==> config.mk <==
export PLATFORM = sky130hd
export DESIGN_NAME = control_pid
export DESIGN_NICKNAME = d
export VERILOG_FILES = /design/src/rtl/control_pid.sv
export SDC_FILE = /design/constraint.sdc
export NUM_CORES = 1
export LEC_CHECK = 0
export ABC_AREA = 1
export CAP_MARGIN = 20
export CORE_ASPECT_RATIO = 1.1
export CORE_UTILIZATION = 45
export DETAILED_ROUTE_END_ITERATION = 16
export PLACE_DENSITY_LB_ADDON = 0.2
export SYNTH_ARGS = -nofsm -noshare
export SYNTH_HDL_FRONTEND = slang
export SYNTH_SLANG_ARGS = --single-unit
==> constraint.sdc <==
create_clock -name clk_i -period 8.45 [get_ports clk_i]
set_input_delay 1.69 -clock clk_i [delete_from_list [all_inputs] [get_ports clk_i]]
set_output_delay 1.69 -clock clk_i [all_outputs]
set_load 0.02 [all_outputs]
==> src/rtl/control_pid.sv <==
// ============================================================================
//  Module      : control_pid
//  Description : Incremental (velocity-form) I-PD servo controller. Integral
//                action on the error, P and D action on the measured output.
//                One shared 12x14 multiplier is time-multiplexed over three
//                multiply states. An optional output clamp is selected by
//                defining CONTROL_PID_SAT_EN; otherwise the result wraps.
//  Revision    : 1.0  initial release
// ============================================================================
`default_nettype none

module control_pid (
    input  logic        clk_i,
    input  logic        reset,
    input  logic        dataf_i,
    input  logic [11:0] y_k_i,
    input  logic [11:0] ref_i,
    input  logic [11:0] coeff_1,
    input  logic [11:0] coeff_2,
    input  logic [11:0] coeff_3,
    output logic [11:0] servo_o,
    output logic        dataf_oo
);

    typedef enum logic [2:0] {
        IDLE   = 3'd0,
        DIFF   = 3'd1,
        MUL_I  = 3'd2,
        MUL_P  = 3'd3,
        MUL_D  = 3'd4,
        UPDATE = 3'd5
    } state_t;

    state_t state, state_next;

    logic               dataf_prev;
    logic               start;
    logic               latch_en;

    // Latched operands for the update in flight
    logic signed [11:0] y_lat, r_lat, ki_lat, kp_lat, kd_lat;
    // History
    logic signed [11:0] y1, y2, u1;
    // Differences and products
    logic signed [12:0] e, d1;
    logic signed [13:0] d2;
    logic signed [25:0] p_i, p_p, p_d;

    logic signed [11:0] mul_a;
    logic signed [13:0] mul_b;
    logic signed [25:0] product;
    logic signed [27:0] sum;
    logic signed [11:0] u_next;

    // Rising-edge detect; a high level through reset must not start an update
    assign start = dataf_i & ~dataf_prev;

    // State register and start-edge history
    always_ff @(posedge clk_i) begin
        if (!reset) begin
            state      <= IDLE;
            dataf_prev <= 1'b1;
        end else begin
            state      <= state_next;
            dataf_prev <= dataf_i;
        end
    end

    // Next-state logic; start edges outside IDLE are simply dropped
    always_comb begin
        state_next = state;
        latch_en   = 1'b0;
        case (state)
            IDLE: begin
                if (start) begin
                    latch_en   = 1'b1;
                    state_next = DIFF;
                end
            end
            DIFF:    state_next = MUL_I;
            MUL_I:   state_next = MUL_P;
            MUL_P:   state_next = MUL_D;
            MUL_D:   state_next = UPDATE;
            UPDATE:  state_next = IDLE;
            default: state_next = IDLE;
        endcase
    end

    // Shared multiplier operand select
    always_comb begin
        mul_a = ki_lat;
        mul_b = {e[12], e};
        case (state)
            MUL_P: begin
                mul_a = kp_lat;
                mul_b = {d1[12], d1};
            end
            MUL_D: begin
                mul_a = kd_lat;
                mul_b = d2;
            end
            default: ;
        endcase
    end

    assign product = mul_a * mul_b;

    // Exact 28-bit accumulation; cannot overflow for any 12-bit operands
    assign sum = 28'(u1) + 28'(p_i) - 28'(p_p) - 28'(p_d);

    // Reduce to the 12-bit actuator word
    always_comb begin
`ifdef CONTROL_PID_SAT_EN
        if (sum > 28'sd2047)
            u_next = 12'sh7FF;
        else if (sum < -28'sd2048)
            u_next = 12'sh800;
        else
            u_next = 12'(sum);
`else
        u_next = 12'(sum);
`endif
    end

    // Datapath: operand latch, differences, products, output and history
    always_ff @(posedge clk_i) begin
        if (!reset) begin
            y_lat    <= '0;
            r_lat    <= '0;
            ki_lat   <= '0;
            kp_lat   <= '0;
            kd_lat   <= '0;
            y1       <= '0;
            y2       <= '0;
            u1       <= '0;
            e        <= '0;
            d1       <= '0;
            d2       <= '0;
            p_i      <= '0;
            p_p      <= '0;
            p_d      <= '0;
            servo_o  <= '0;
            dataf_oo <= 1'b0;
        end else begin
            dataf_oo <= 1'b0;
            if (latch_en) begin
                y_lat  <= y_k_i;
                r_lat  <= ref_i;
                ki_lat <= coeff_1;
                kp_lat <= coeff_2;
                kd_lat <= coeff_3;
            end
            case (state)
                DIFF: begin
                    e  <= 13'(r_lat) - 13'(y_lat);
                    d1 <= 13'(y_lat) - 13'(y1);
                    d2 <= 14'(y_lat) - {y1[11], y1, 1'b0} + 14'(y2);
                end
                MUL_I: p_i <= product;
                MUL_P: p_p <= product;
                MUL_D: p_d <= product;
                UPDATE: begin
                    servo_o  <= u_next;
                    dataf_oo <= 1'b1;
                    u1       <= u_next;
                    y2       <= y1;
                    y1       <= y_lat;
                end
                default: ;
            endcase
        end
    end

endmodule

`default_nettype wire

## Word-level counts from Yosys, hierarchy flattened

Index checks and enable logic that the tools add are counted.

- Add/subtract/negate cells: 7
- Multiply operators: 1
- Eq/ne operators: 6
- Muxes and demuxes: 7
- Bitwise gates (word level): 2
- Reduce and logical (&&, ||, !) cells: 1

Operators with widths:

| cell | count |
|---|---|
| $pmux 14 s2 | 1 |
| $sub 12x12->13 | 2 |
| $pmux 12 s2 | 1 |
| $sub 12x12->12 | 2 |
| $pmux 3 s5 | 1 |
| $add 14x14->14 | 1 |
| $mul 12x14->12 | 1 |
| $sub 12x13->14 | 1 |
| $add 12x12->12 | 1 |
| $eq 3x2->1 const B | 2 |
| $eq 3x3->1 const B | 2 |
| $eq 3x1->1 const B | 1 |
| $logic_not 3->1 | 1 |
| $mux 1 | 3 |
| $mux 3 | 1 |
| $ne 2x2->1 const B | 1 |
| $and 1x1->1 | 1 |
| $not 1->1 | 1 |

- Register bits after elaboration: 177
- Input port bits: 63
- Word-level logic and storage cells: 41

## Logic depth before layout (Yosys ltp)

- Depth in word-level cells: 4
- Gate-level depth with buffers: 35

## Worst setup path before layout

OpenSTA, ideal clock, no wires.

- Kind: flip-flop to flip-flop
- Start point: reg state[2]
- End point: reg p_i[11]
- Setup time: 124 ps
- Arrival time: 5,061 ps
- Required time: 8,326 ps
- Path slack: 3,265 ps
- Stages on the path, launching flop included: 32
- Path buffers: 2
- Period minus slack after synthesis: 5,185 ps
- Cell sequence: dfxtp_1 > buf_6 > inv_4 > nand3_4 > nand2_8 > inv_4 > buf_8 > nand2_1 > nand2_2 > inv_1 > nand2_1 > fa_1 > fa_1 > inv_1 > ha_1 > fa_1 > inv_1 > fa_1 > inv_1 > ha_1 > nand2_1 > o21ai_0 > nand2_1 > nand2_1 > a21oi_1 > nand3b_1 > nand2_1 > nand3_1 > nand2_2 > nand2_1 > nand2_2 > a21oi_2

- Word-level cells in the longest chain between the ends: 3
- Elaborated cells between the ends (all ways): 6
- Classes of those cells: 1 x mul; 3 x eq/ne; 2 x mux

RTL lines:

| what | RTL line | RTL |
|---|---|---|
| start: declaration | 34 | `state_t state, state_next;` |
| start signal: assignment | 64 | `state <= state_next;` |
| $eq 3x3->1 or $eq 3x2->1 (tied branches) | 93 | `case (state)` |
| $pmux 12 s2 or $pmux 14 s2 (tied branches) | 93 |  |
| $mul 12x14->12 | 106 | `assign product = mul_a * mul_b;` |
| end signal: assignment | 159 | `MUL_I: p_i <= product;` |
| end: declaration | 47 | `logic signed [25:0] p_i, p_p, p_d;` |

Parallel ways exist; a longest one is shown, timed or not.
A chain may end at the register's enable or synchronous reset.

## Worst setup path in the final report

- Start point: reg state[1]
- End point: reg p_d[11]

- Word-level cells in the longest chain between the ends: 3
- Elaborated cells between the ends (all ways): 5
- Classes of those cells: 1 x mul; 2 x eq/ne; 2 x mux

RTL lines:

| what | RTL line | RTL |
|---|---|---|
| $eq 3x3->1 or $eq 3x2->1 (tied branches) | 93, 153 |  |
| $pmux 12 s2 or $pmux 14 s2 (tied branches) | 93 |  |
| $mul 12x14->12 | 106 |  |
| end signal: assignment | 161 | `MUL_D: p_d <= product;` |
| end: declaration | 47 |  |

Parallel ways exist; a longest one is shown, timed or not.

==> impl_summary.md <==
Status
The run finished with clean final reports.

GRT
The via count of the first global-routing pass is 8,981. Entering global routing, the biggest net connects 113 pins. The all-layer global routing usage is 21.5%.

The initial antenna violation count is 0. The first-pass GRT wire length is 44,900 um. The residual overflow from global routing is 0.

Job
The reported max-cap violation count is 0.

Die
The floorplan row count is 61. In this run the count of I/O pins placed on the die edge is 76. The floorplan die area is 0.0266 sq mm. The total area inside the core boundary comes to 0.0253 sq mm. In this run the horizontal extent of the chip is 155 um. Once the floorplan was initialized, standard cells occupied 46.0% of the core. The die is 171 um tall.

Worst hold path
The startpoint of the worst hold path is ki_lat[6]. In this run the worst hold path is classified as reg2reg.

Synthesis
The number of distinct library cells after synthesis is 43. Summing the areas of all compound-gate instances in the mapped netlist gives 17.0% of the synthesized area. Among all flip-flop cells after synthesis, the most frequent one is dfxtp_1.

In the post-synthesis netlist, the biggest area contributors are dfxtp_1, fa_1, ha_1. The area share of the leading cell type in the synthesized netlist is 29.7%. A synthesized cell averages 7.66 sq um. The main combinational cell family by area after synthesis is adder cells.

dfxtp_1 takes more of the synthesized area than any other cell. The number of enable flip-flop cells after synthesis is 0. The synthesized netlist devotes 4.36% of its cell area to XOR and XNOR gates. Yosys printed 0 warnings. Counting instances in the post-synthesis netlist gives the leading cell types as inv_1, o21ai_0, nor2_1, dfxtp_1, nand2_1. Yosys instantiated no cell more often than inv_1.

Synthesis inferred 173 register bits. The number of nets in the synthesized netlist is 1,738. The synthesized area is 0.0117 sq mm.

Counting flops with an async set or reset pin after synthesis yields a share of 0%. Of the total synthesized cell area, the portion taken by full adders, half adders and majority gates is 21.1%. The post-synthesis share of cell area spent on and, or, nand and nor gates is 16.5%.

Summing the sequential cell areas from Yosys gives 29.7% of the chip area. The instance count of the mapped netlist is 1,522. The proportion of synthesized area in mux cells is 0%.

Route
The wire length per cell is 14.4 um. After detailed routing, the number of remaining DRC violations is 0. After the first detailed-routing iteration, the DRC count stood at 432. The mean number of vias per cell is 4.90. The pre-antenna-repair detailed-routing pass consisted of 5 iterations.

The final route contains 9,412 vias. The count of nets left with antenna violations once routing finished came out at 0. The aggregate routed wire length is 27,600 um.

Setup path
The startpoint identified for the worst register-to-register timing path is state[1]. The critical path is of the reg2reg type. In this design, the critical path's most frequently occurring cell is nand2_1. The data arrival at the endpoint of the critical path is 6.56 ns. On the critical path the largest part of the delay comes from adder cells. The count of buffering cells on the critical path with inverters included is 5. The critical path starts at state[1]. The required time at the endpoint of the critical path is 8.76 ns.

The worst setup path is launched from a flip-flop. STA classifies the critical path endpoint as a flip-flop. The maximum fanout count along the critical path is 44. The largest single stage delay on the critical path is 0.62 ns. The slowest stage of the critical path is the dfxtp_1 cell.

Clock tree
The clock passes through at most 2 buffers. The number of cells upsized or downsized after cts is 0. The clock-pin slew on the worst setup and hold paths is 0.07 ns.

The H-tree depth is 4. The setup fix buffers added after clock tree synthesis is 0. Clock tree synthesis inserted a total of 17 buffers. In this run, post-CTS hold repair placed 0 buffers.

The CTS tree is built. Clock latency on the worst-skew pair, taken at its later pin, is 0.43 ns. The clock net in this run drives a total of 173 sinks. The root buffer cell is clkbuf_16.

Place
At the placement stage, the worst setup path has a slack of 2.20 ns. In this run the tool buffered the top-level ports with 75 buffer cells. The final RePlAce weighted congestion is 0.903. The half-perimeter wire length after placement is 21,700 um.

Power
The internal power of the cells totals 1.63 mW. IR analysis of the VDD net gives a maximum drop of 0.110 mV. The proportion of power drawn by the clock network is 29.4%. In this run, the combinational gates consume 34.6% of the power.

The power per cell area is 195 mW/mm^2. The static leakage is 6.06 nW. The switching portion of total power is 36.7%. The power share of the sequential group is 36.1%.

The net switching power of the design is 0.947 mW.

Timing
The number of max-slew violations in the final report is 0. Measured against its own limit, the worst slew margin works out to 37.3%. The final critical path takes up 74.0% of the cycle. Static timing analysis puts the maximum clock frequency at 0.160 GHz. The hold violation count in the final report is 0. Across the routed clock network, the largest skew measured is 0.0108 ns. Setup repair after global routing left no endpoint under its margin. The slew of the pin with the lowest slew margin is 0.941 ns.

The final setup violation count is 0. The post-route setup TNS is 0 ns. After layout, the worst setup slack is 2.20 ns. The minimum clock period is 6.25 ns.

Cells and area
After the last flow step, the layout net total stands at 1,778. 0 antenna diodes ended up in the layout. Compared with the post-synthesis result, the final layout area differs by 13.4%. Once layout is complete, the utilization of the core stands at 52.2%. Counting the fill cells in the layout gives 2,579. The layout cell share with drive strength beyond 1 is 6.98%.
-- cell families (layout without fill, tap and decap cells) --
| logic type | after synthesis | in the layout |
|---|---|---|
| simple gates | 433 | 433 |
| compound gates | 372 | 372 |
| buf+inv | 333 | 386 |
| flops | 173 | 173 |
| fa+ha+maj | 153 | 153 |
| xor+xnor | 58 | 58 |
-- flip-flops by register name, summed over array words and instances (netlist names) --
register / flops
state: 3
p_p: 12
d1: 12
dataf_oo: 1
y_lat: 12
r_lat: 12
p_d: 12
p_i: 12
y1: 12
dataf_prev: 1
kd_lat: 12
kp_lat: 12
u1: 12
d2: 12
ki_lat: 12
y2: 12
e: 12
-- routing by layer --
metal  vias up  share of wire (%)  track usage [%]
met5         -                  0                0
met4         0                2.1             7.03
met1      4347                 47             28.4
li1       4882                  -                -
met2       149                 48             36.4
met3        34                2.9             2.74
-- worst min-delay path: stages (launching register included) --
cell and delay, ns:
dfxtp_1 0.30, inv_1 0.06, a21oi_1 0.06
-- power by group through the flow --
stage / combinational, mW / sequential, mW / clock (mW)
6_report: 0.891 / 0.931 / 0.757
4_1_cts: 0.894 / 0.931 / 0.772
3_3_place_gp: 0.875 / 0.948 / 0
5_1_grt: 1.01 / 0.938 / 0.807
2_1_floorplan: 0.688 / 0.928 / 0
3_5_place_dp: 0.888 / 0.949 / 0
-- worst paths after layout --
| path | endpoint | slack (ns) | cells past startpoint |
|---|---|---|---|
| max | p_d[11] | 2.20 | 28 |
| min reg2reg | ki_lat[6] | 0.46 | 2 |
| max reg2reg | p_d[11] | 2.20 | 28 |
| min | ki_lat[6] | 0.46 | 2 |
-- final cells by class --
type / instances / area [sq um] / area share [%]
clock inverter: 14 / 129 / 0.975
sequential: 173 / 3460 / 26.2
clock buffer: 18 / 439 / 3.32
multi-input combinational: 1016 / 6890 / 52.1
inverter: 271 / 1020 / 7.73
timing repair buffer: 83 / 848 / 6.42
tap: 346 / 433 / 3.27
-- layout by cell type, fill, tap and decap left out, drive strengths merged --
cell type and n:
a211oi 1, a21o 1, a21oi 130, a31oi 1, buf 9, clkbuf 18
clkdlybuf4s50 74, clkinv 7, clkinvlp 2, dfxtp 173, fa 73, ha 80
inv 276, nand2 191, nand3 40, nand3b 2, nand4 4, nor2 186
nor2b 1, nor3 4, o2111ai 2, o21a 1, o21ai 203, o21bai 33
or2 5, xnor2 25, xor2 33
-- per-stage QoR --
| stage | hold slack, ns | instance area, sq um | cells | power (mW) |
|---|---|---|---|---|
| after floorplan | 0.430 | 11700 | 1522 | 1.62 |
| after global placement | 0.444 | 12600 | 1887 | 1.82 |
| after detailed placement | 0.451 | 12600 | 1888 | 1.84 |
| after CTS | 0.459 | 13200 | 1920 | 2.60 |
| after global routing | 0.477 | 13200 | 1921 | 2.76 |
| final | 0.460 | 13200 | 1921 | 2.58 |
Power figures use the tool's default switching activity.
